<file path="src/rtl/data_exporter.sv">
// Serialises a latched 7*WIDTH-bit payload onto an 8-bit LED display as START, chunk, SEP, chunk, ... symbols, each held VAL cycles.
// Optional macro DATA_EXPORTER_BUSY_EN adds a registered busy output that is high while a frame is in progress.
module data_exporter #(
  parameter int unsigned WIDTH = 4,
  parameter int unsigned VAL   = 12000000
) (
  input  logic               clk,
  input  logic               rst_n,
  input  logic               en,
  input  logic [7*WIDTH-1:0] data,
  output logic [7:0]         leds
`ifdef DATA_EXPORTER_BUSY_EN
  ,
  output logic               busy
`endif
);

  localparam int unsigned DATA_W = 7 * WIDTH;
  localparam int unsigned CNT_W  = $clog2(VAL + 1);
  localparam int unsigned IDX_W  = $clog2(WIDTH + 1);

  localparam logic [CNT_W-1:0] CNT_LAST = CNT_W'(VAL - 1);
  localparam logic [IDX_W-1:0] IDX_LAST = IDX_W'(WIDTH - 1);

  localparam logic [7:0] SYM_IDLE = 8'hFF;
  localparam logic [7:0] SYM_SEP  = 8'h80;

  typedef enum logic [1:0] {
    S_IDLE,
    S_START,
    S_CHUNK,
    S_SEP
  } state_e;

  state_e              state_q;
  logic [CNT_W-1:0]    cnt_q;
  logic [IDX_W-1:0]    idx_q;
  logic [DATA_W-1:0]   data_q;
  logic [7:0]          leds_q;

  logic                hold_done_c;
  logic                last_chunk_c;
  logic [IDX_W-1:0]    idx_nxt_c;
  logic [6:0]          chunk_nxt_c;

  assign hold_done_c  = (cnt_q == CNT_LAST);
  assign last_chunk_c = (idx_q >= IDX_LAST);
  assign idx_nxt_c    = idx_q + IDX_W'(1);

  // Chunk shown when leaving SEP: the one after the current index.
  always_comb begin
    chunk_nxt_c = '0;
    for (int k = 0; k < int'(WIDTH); k++) begin
      if (idx_nxt_c == IDX_W'(k)) begin
        chunk_nxt_c = data_q[7*k +: 7];
      end
    end
  end

  always_ff @(posedge clk) begin
    if (!rst_n) begin
      state_q <= S_IDLE;
      cnt_q   <= '0;
      idx_q   <= '0;
      data_q  <= '0;
      leds_q  <= SYM_IDLE;
    end else begin
      case (state_q)
        S_IDLE: begin
          leds_q <= SYM_IDLE;
          if (en) begin
            data_q  <= data;
            cnt_q   <= '0;
            idx_q   <= '0;
            state_q <= S_START;
          end
        end
        S_START: begin
          if (hold_done_c) begin
            cnt_q   <= '0;
            idx_q   <= '0;
            leds_q  <= {1'b0, data_q[6:0]};
            state_q <= S_CHUNK;
          end else begin
            cnt_q <= cnt_q + CNT_W'(1);
          end
        end
        S_CHUNK: begin
          if (hold_done_c) begin
            cnt_q <= '0;
            if (last_chunk_c) begin
              leds_q  <= SYM_IDLE;
              state_q <= S_IDLE;
            end else begin
              leds_q  <= SYM_SEP;
              state_q <= S_SEP;
            end
          end else begin
            cnt_q <= cnt_q + CNT_W'(1);
          end
        end
        S_SEP: begin
          if (hold_done_c) begin
            cnt_q   <= '0;
            idx_q   <= idx_nxt_c;
            leds_q  <= {1'b0, chunk_nxt_c};
            state_q <= S_CHUNK;
          end else begin
            cnt_q <= cnt_q + CNT_W'(1);
          end
        end
        default: begin
          cnt_q   <= '0;
          idx_q   <= '0;
          leds_q  <= SYM_IDLE;
          state_q <= S_IDLE;
        end
      endcase
    end
  end

  assign leds = leds_q;

`ifdef DATA_EXPORTER_BUSY_EN
  logic busy_q;

  // Mirrors whether the state register holds a non-IDLE state after this edge.
  always_ff @(posedge clk) begin
    if (!rst_n) begin
      busy_q <= 1'b0;
    end else begin
      case (state_q)
        S_IDLE:  busy_q <= en;
        S_CHUNK: busy_q <= !(hold_done_c && last_chunk_c);
        S_START: busy_q <= 1'b1;
        S_SEP:   busy_q <= 1'b1;
        default: busy_q <= 1'b0;
      endcase
    end
  end

  assign busy = busy_q;
`endif

endmodule

</file>
<file path="config.mk">
export PLATFORM = sky130hd
export DESIGN_NAME = data_exporter
export DESIGN_NICKNAME = d
export VERILOG_FILES = /design/src/rtl/data_exporter.sv
export SDC_FILE = /design/constraint.sdc
export NUM_CORES = 1
export LEC_CHECK = 0
export CAP_MARGIN = 25
export CORE_MARGIN = 2
export CORE_UTILIZATION = 37
export CTS_CLUSTER_SIZE = 30
export DETAILED_ROUTE_END_ITERATION = 10
export PLACE_DENSITY = 0.6
export SYNTH_ARGS = -nofsm -noshare
export SYNTH_HDL_FRONTEND = slang
export SYNTH_SLANG_ARGS = --single-unit
</file>
<file path="constraint.sdc">
create_clock -name clk -period 5.3 [get_ports clk]
set_input_delay 1.06 -clock clk [delete_from_list [all_inputs] [get_ports clk]]
set_output_delay 1.06 -clock clk [all_outputs]
set_load 0.01 [all_outputs]
</file>
* Yosys cells after proc, flatten, opt, wreduce, memory -nomap -nowiden
Index checks and enable logic that the tools add are counted.
Widths: inputs -> output; s select.
** Cells by class
- $add $sub $neg :: 2
- Order comparisons :: 1
- Equality and inequality tests :: 12
- Mux-type cells :: 21
- Reduce and logical (&&, ||, !) cells :: 9
** Operators with widths (number)
- $mux 24 :: 2
- $pmux 24 s2 :: 1
- $mux 7 :: 5
- $pmux 8 s4 :: 1
- $add 24x1->24 const B :: 1
- $eq 24x24->1 const B :: 1
- $mux 8 :: 3
- $mux 3 :: 3
- $pmux 3 s3 :: 1
- $mux 2 :: 4
- $ne 2x2->1 const B :: 4
- $eq 3x2->1 const B :: 2
- $pmux 2 s3 :: 1
- $reduce_and 3->1 :: 2
- $eq 2x2->1 const B :: 2
- $reduce_and 4->1 :: 1
- $add 3x1->3 const B :: 1
- $eq 3x1->1 const B :: 1
- $ge 3x2->1 const B :: 1
- $logic_not 3->1 :: 1
- $reduce_bool 3->1 :: 1
- $reduce_or 3->1 :: 1
- $eq 2x1->1 const B :: 1
- $logic_not 2->1 :: 1
- other kinds (3) :: 3
** Word-level totals
- Register bits after elaboration :: 65
- Bits of input ports :: 31
- Output and inout port bits :: 8
- Logic and storage cells :: 50

* Logic depth before layout (Yosys ltp)
- Depth in word-level cells :: 8
- Mapped depth :: 8
- Gate-level depth less buffers :: 7

* Least setup slack after synthesis
Ideal clock, no wire load.
- Path type :: input port to flip-flop
- Start :: input port en
- End :: register cnt_q[20]
- Setup time :: 70 ps
- Data arrival time :: 2117 ps
- Required time :: 5230 ps
- Slack :: 3113 ps
- Stages :: 6
- Buffers on the path :: 1
- Path through :: nor2b_1 buf_6 nor3b_4 nand3_4 or3_1 a21oi_1
** Between the ends
- Cells in the longest elaborated chain, start to end :: 1
** RTL lines
- from (decl) :: RTL line 9 : input logic en,
- $ne 2x2->1 (no line)
- to (signal assigned) :: RTL line 85 : cnt_q <= cnt_q + CNT_W'(1);
- to (signal assigned) :: RTL line 99 : cnt_q <= cnt_q + CNT_W'(1);
- to (signal assigned) :: RTL line 109 : cnt_q <= cnt_q + CNT_W'(1);
- to (decl) :: RTL line 36 : logic [CNT_W-1:0] cnt_q;
Every way passes these cells.
A chain may end at the register's enable or synchronous reset.

==> flow_summary.json <==
{
  "status": "completed",
  "syn_area_per_cell_sq_um": 8.34,
  "utilization_pct": 45.9,
  "synth_ff_type": "dfxtp_1",
  "finalSetupTns_ns": 0,
  "regArea_sq_um": 1300,
  "r2r-end": "cnt_q[10]",
  "num_antenna_cells": 0,
  "drtAntennaViolNets": 0,
  "dpl.hpwl_um": 4820,
  "r2r_slack_ns": 2.74,
  "cp_slowest_cell": "o21a_1",
  "io_buffers": 38,
  "cts_resized": 0,
  "slew_headroom_pct": 37.2,
  "place_area_sq_um": 3610,
  "row_count": 33,
  "synth_cells": 383,
  "insertion_delay_ns": 0.34,
  "cp_max_fo": 50,
  "synth_top_family_by_area": "simple AND/OR/NAND/NOR gates",
  "whs_ns": 0.467,
  "wirelength_um": 7080,
  "fmax_mhz": 378,
  "crit_type": "in2reg",
  "cts.sinks": 65,
  "final_cell_mix": "nand2_1 (85), dfxtp_1 (65), clkdlybuf4s50_1 (38)",
  "multiInputGateArea_sq_um": 1760,
  "drive_above_1_share_pct": 5.73,
  "via_count": 2690,
  "crit_start": "rst_n",
  "start_kind": "primary input",
  "path_cells": "clkdlybuf4s50_1, buf_4, nand2b_1, o21a_1, a21oi_1",
  "core_region_area_sq_um": 8300,
  "yosys_warnings": 0,
  "route.detailed.drc": 0,
  "cp_num_buf_inv": 2,
  "postCtsSetupRepairBufs": 0,
  "synthDistinctLibCells": 48,
  "setup_viol": 0,
  "h-tree-depth": 3,
  "die_h_um": 96.9,
  "fill_cells": 816,
  "dieArea_sq_um": 9390,
  "layout_commonest_cell": "nand2_1",
  "grt-ovfl-total": 0,
  "syn_area_sq_um": 3190,
  "synth_edf_count": 0,
  "ys_ff_latch": 65,
  "synth_compound_area_share_pct": 18.1,
  "peakVddDrop_uv": 187,
  "finalCritPeriodShare_pct": 49.9,
  "max_stage_delay_ns": 0.49,
  "synth_fa_ha_area_share_pct": 4.70,
  "hold_class": "reg2reg",
  "yosysSeqAreaShare_pct": 40.7,
  "p_leak_nw": 1.38,
  "gr-usage-all-layers_pct": 15.5,
  "first_pass_iters": 4,
  "final-max-slew-violation-count": 0,
  "cts.path.max_buffers": 2,
  "wl_per_cell_um": 13.5,
  "rsz0062_at_grt": "false",
  "viasPerCell": 5.13,
  "syn_nets": 426,
  "first_iter_violations": 121,
  "start_util_pct": 38.5,
  "clk_pin_slew_ns": 0.08,
  "yosys.area_share.simple_pct": 26.6,
  "synthToLayoutAreaGrowth_pct": 19.2,
  "cts_tree": "yes",
  "synthXorXnorAreaFrac_pct": 4.94,
  "nets": 457,
  "cts_buffers": 9,
  "crit_family": "buffers and inverters",
  "synthMuxAreaShare_pct": 0.627,
  "num_io_pins": 39,
  "die_w_um": 96.9,
  "grt_pass1_vias": 2540,
  "cts_root_buf": "clkbuf_8",
  "grt_max_degree": 51,
  "reg2regPathDepth": 6,
  "design_area_sq_um": 3810,
  "hold_start": "data_q[21]",
  "worstPathRequired_ns": 5.57,
  "hold_viol": 0,
  "whs_endpoint": "data_q[21]",
  "max-cap-violations": 0,
  "asyncSetResetFlopFracSynth_pct": 0,
  "cp-end-kind": "register",
  "arrival_ns": 2.91,
  "hold_depth": 2,
  "period_needed_ns": 2.64,
  "grt_pass1_wl_um": 12000,
  "power_density_nw_per_um2": 282,
  "gp_congestion": 0.772,
  "final.setup_skew_ns": 0.0119,
  "cts.hold.buffers_added": 0,
  "r2r-start": "cnt_q[0]",
  "antenna_found_initial": 0,
  "tightest_slew_ns": 0.942
}
[cell usage after synthesis (3+ instances only)]
master,n,share of area [%]
a21boi_0,30,7.1
nor3b_1,7,1.6
nand2_1,85,10
inv_1,9,1.1
nand4_1,12,2.4
buf_2,3,0.47
clkbuf_1,12,1.4
xor2_1,17,4.7
o21ai_0,10,1.6
a21oi_1,13,2.0
a31oi_1,10,2.0
nor2_1,24,2.8
o31ai_1,3,0.71
and3_1,11,2.2
buf_4,3,0.71
a32oi_1,6,1.6
dfxtp_1,65,41
ha_1,12,4.7
nand3_1,11,1.7
[report_power, final]
group | switching, W | leakage [nW] | internal, W | total, W
sequential | 0.0000189 | 0.530 | 0.000518 | 0.000537
combinational | 0.0000915 | 0.776 | 0.0000804 | 0.000172
clock | 0.000198 | 0.0753 | 0.000168 | 0.000366
[cells by family after synthesis]
| group | count (synthesis) |
|---|---|
| xor+xnor | 18 |
| simple gates | 172 |
| flops | 65 |
| fa+ha+maj | 12 |
| buf+inv | 30 |
| mux | 2 |
| compound gates | 84 |
[stage by stage]
step | total power (W) | std cells | worst slack [ns]
global route | 0.00113 | 524 | 2.49
CTS | 0.00108 | 522 | 2.64
global placement | 0.000712 | 506 | 2.35
floorplan | 0.000652 | 383 | 3.11
finish | 0.00107 | 524 | 2.66
detailed placement | 0.000714 | 506 | 2.28
[state kept, by name, indices dropped and copies added, names as in the netlist]
| signal | count |
|---|---|
| state_q | 2 |
| cnt_q | 24 |
| leds | 8 |
| data_q | 28 |
| idx_q | 3 |
[metal layers]
metal	vias up	GRT usage [%]	part of all wire [%]
li1	1401	-	-
met1	1241	20.5	50
met2	39	23.8	45
met3	9	4.70	3.3
met4	0	5.74	1.8
met5	-	0	0
[worst register-to-register path, cell delays in order, from the launching register on]
cell,delay [ns]
dfxtp_1,0.38
ha_1,0.24
nor4bb_1,0.28
nand4_1,0.19
nor2_1,0.57
o21a_1,0.64
nor2_1,0.11
[how the worst max path moves through the flow]
stage	to	cells after the start	slack, ns
finish	cnt_q[20]	5	2.66
global route	cnt_q[8]	6	2.49
CTS	cnt_q[20]	5	2.64
detailed placement	cnt_q[20]	5	2.28
global placement	cnt_q[20]	5	2.35
floorplan	cnt_q[20]	6	3.11
[area by class of cell]
| class | count | share of cell area, % |
|---|---|---|
| clock inverter | 5 | 0.854 |
| tap | 105 | 3.45 |
| sequential | 65 | 34.2 |
| clock buffer | 11 | 3.45 |
| multi-input combinational | 288 | 46.2 |
| timing repair buffer | 41 | 11.0 |
| inverter | 9 | 0.887 |
Note: power is estimated with default switching activity, not from simulation.
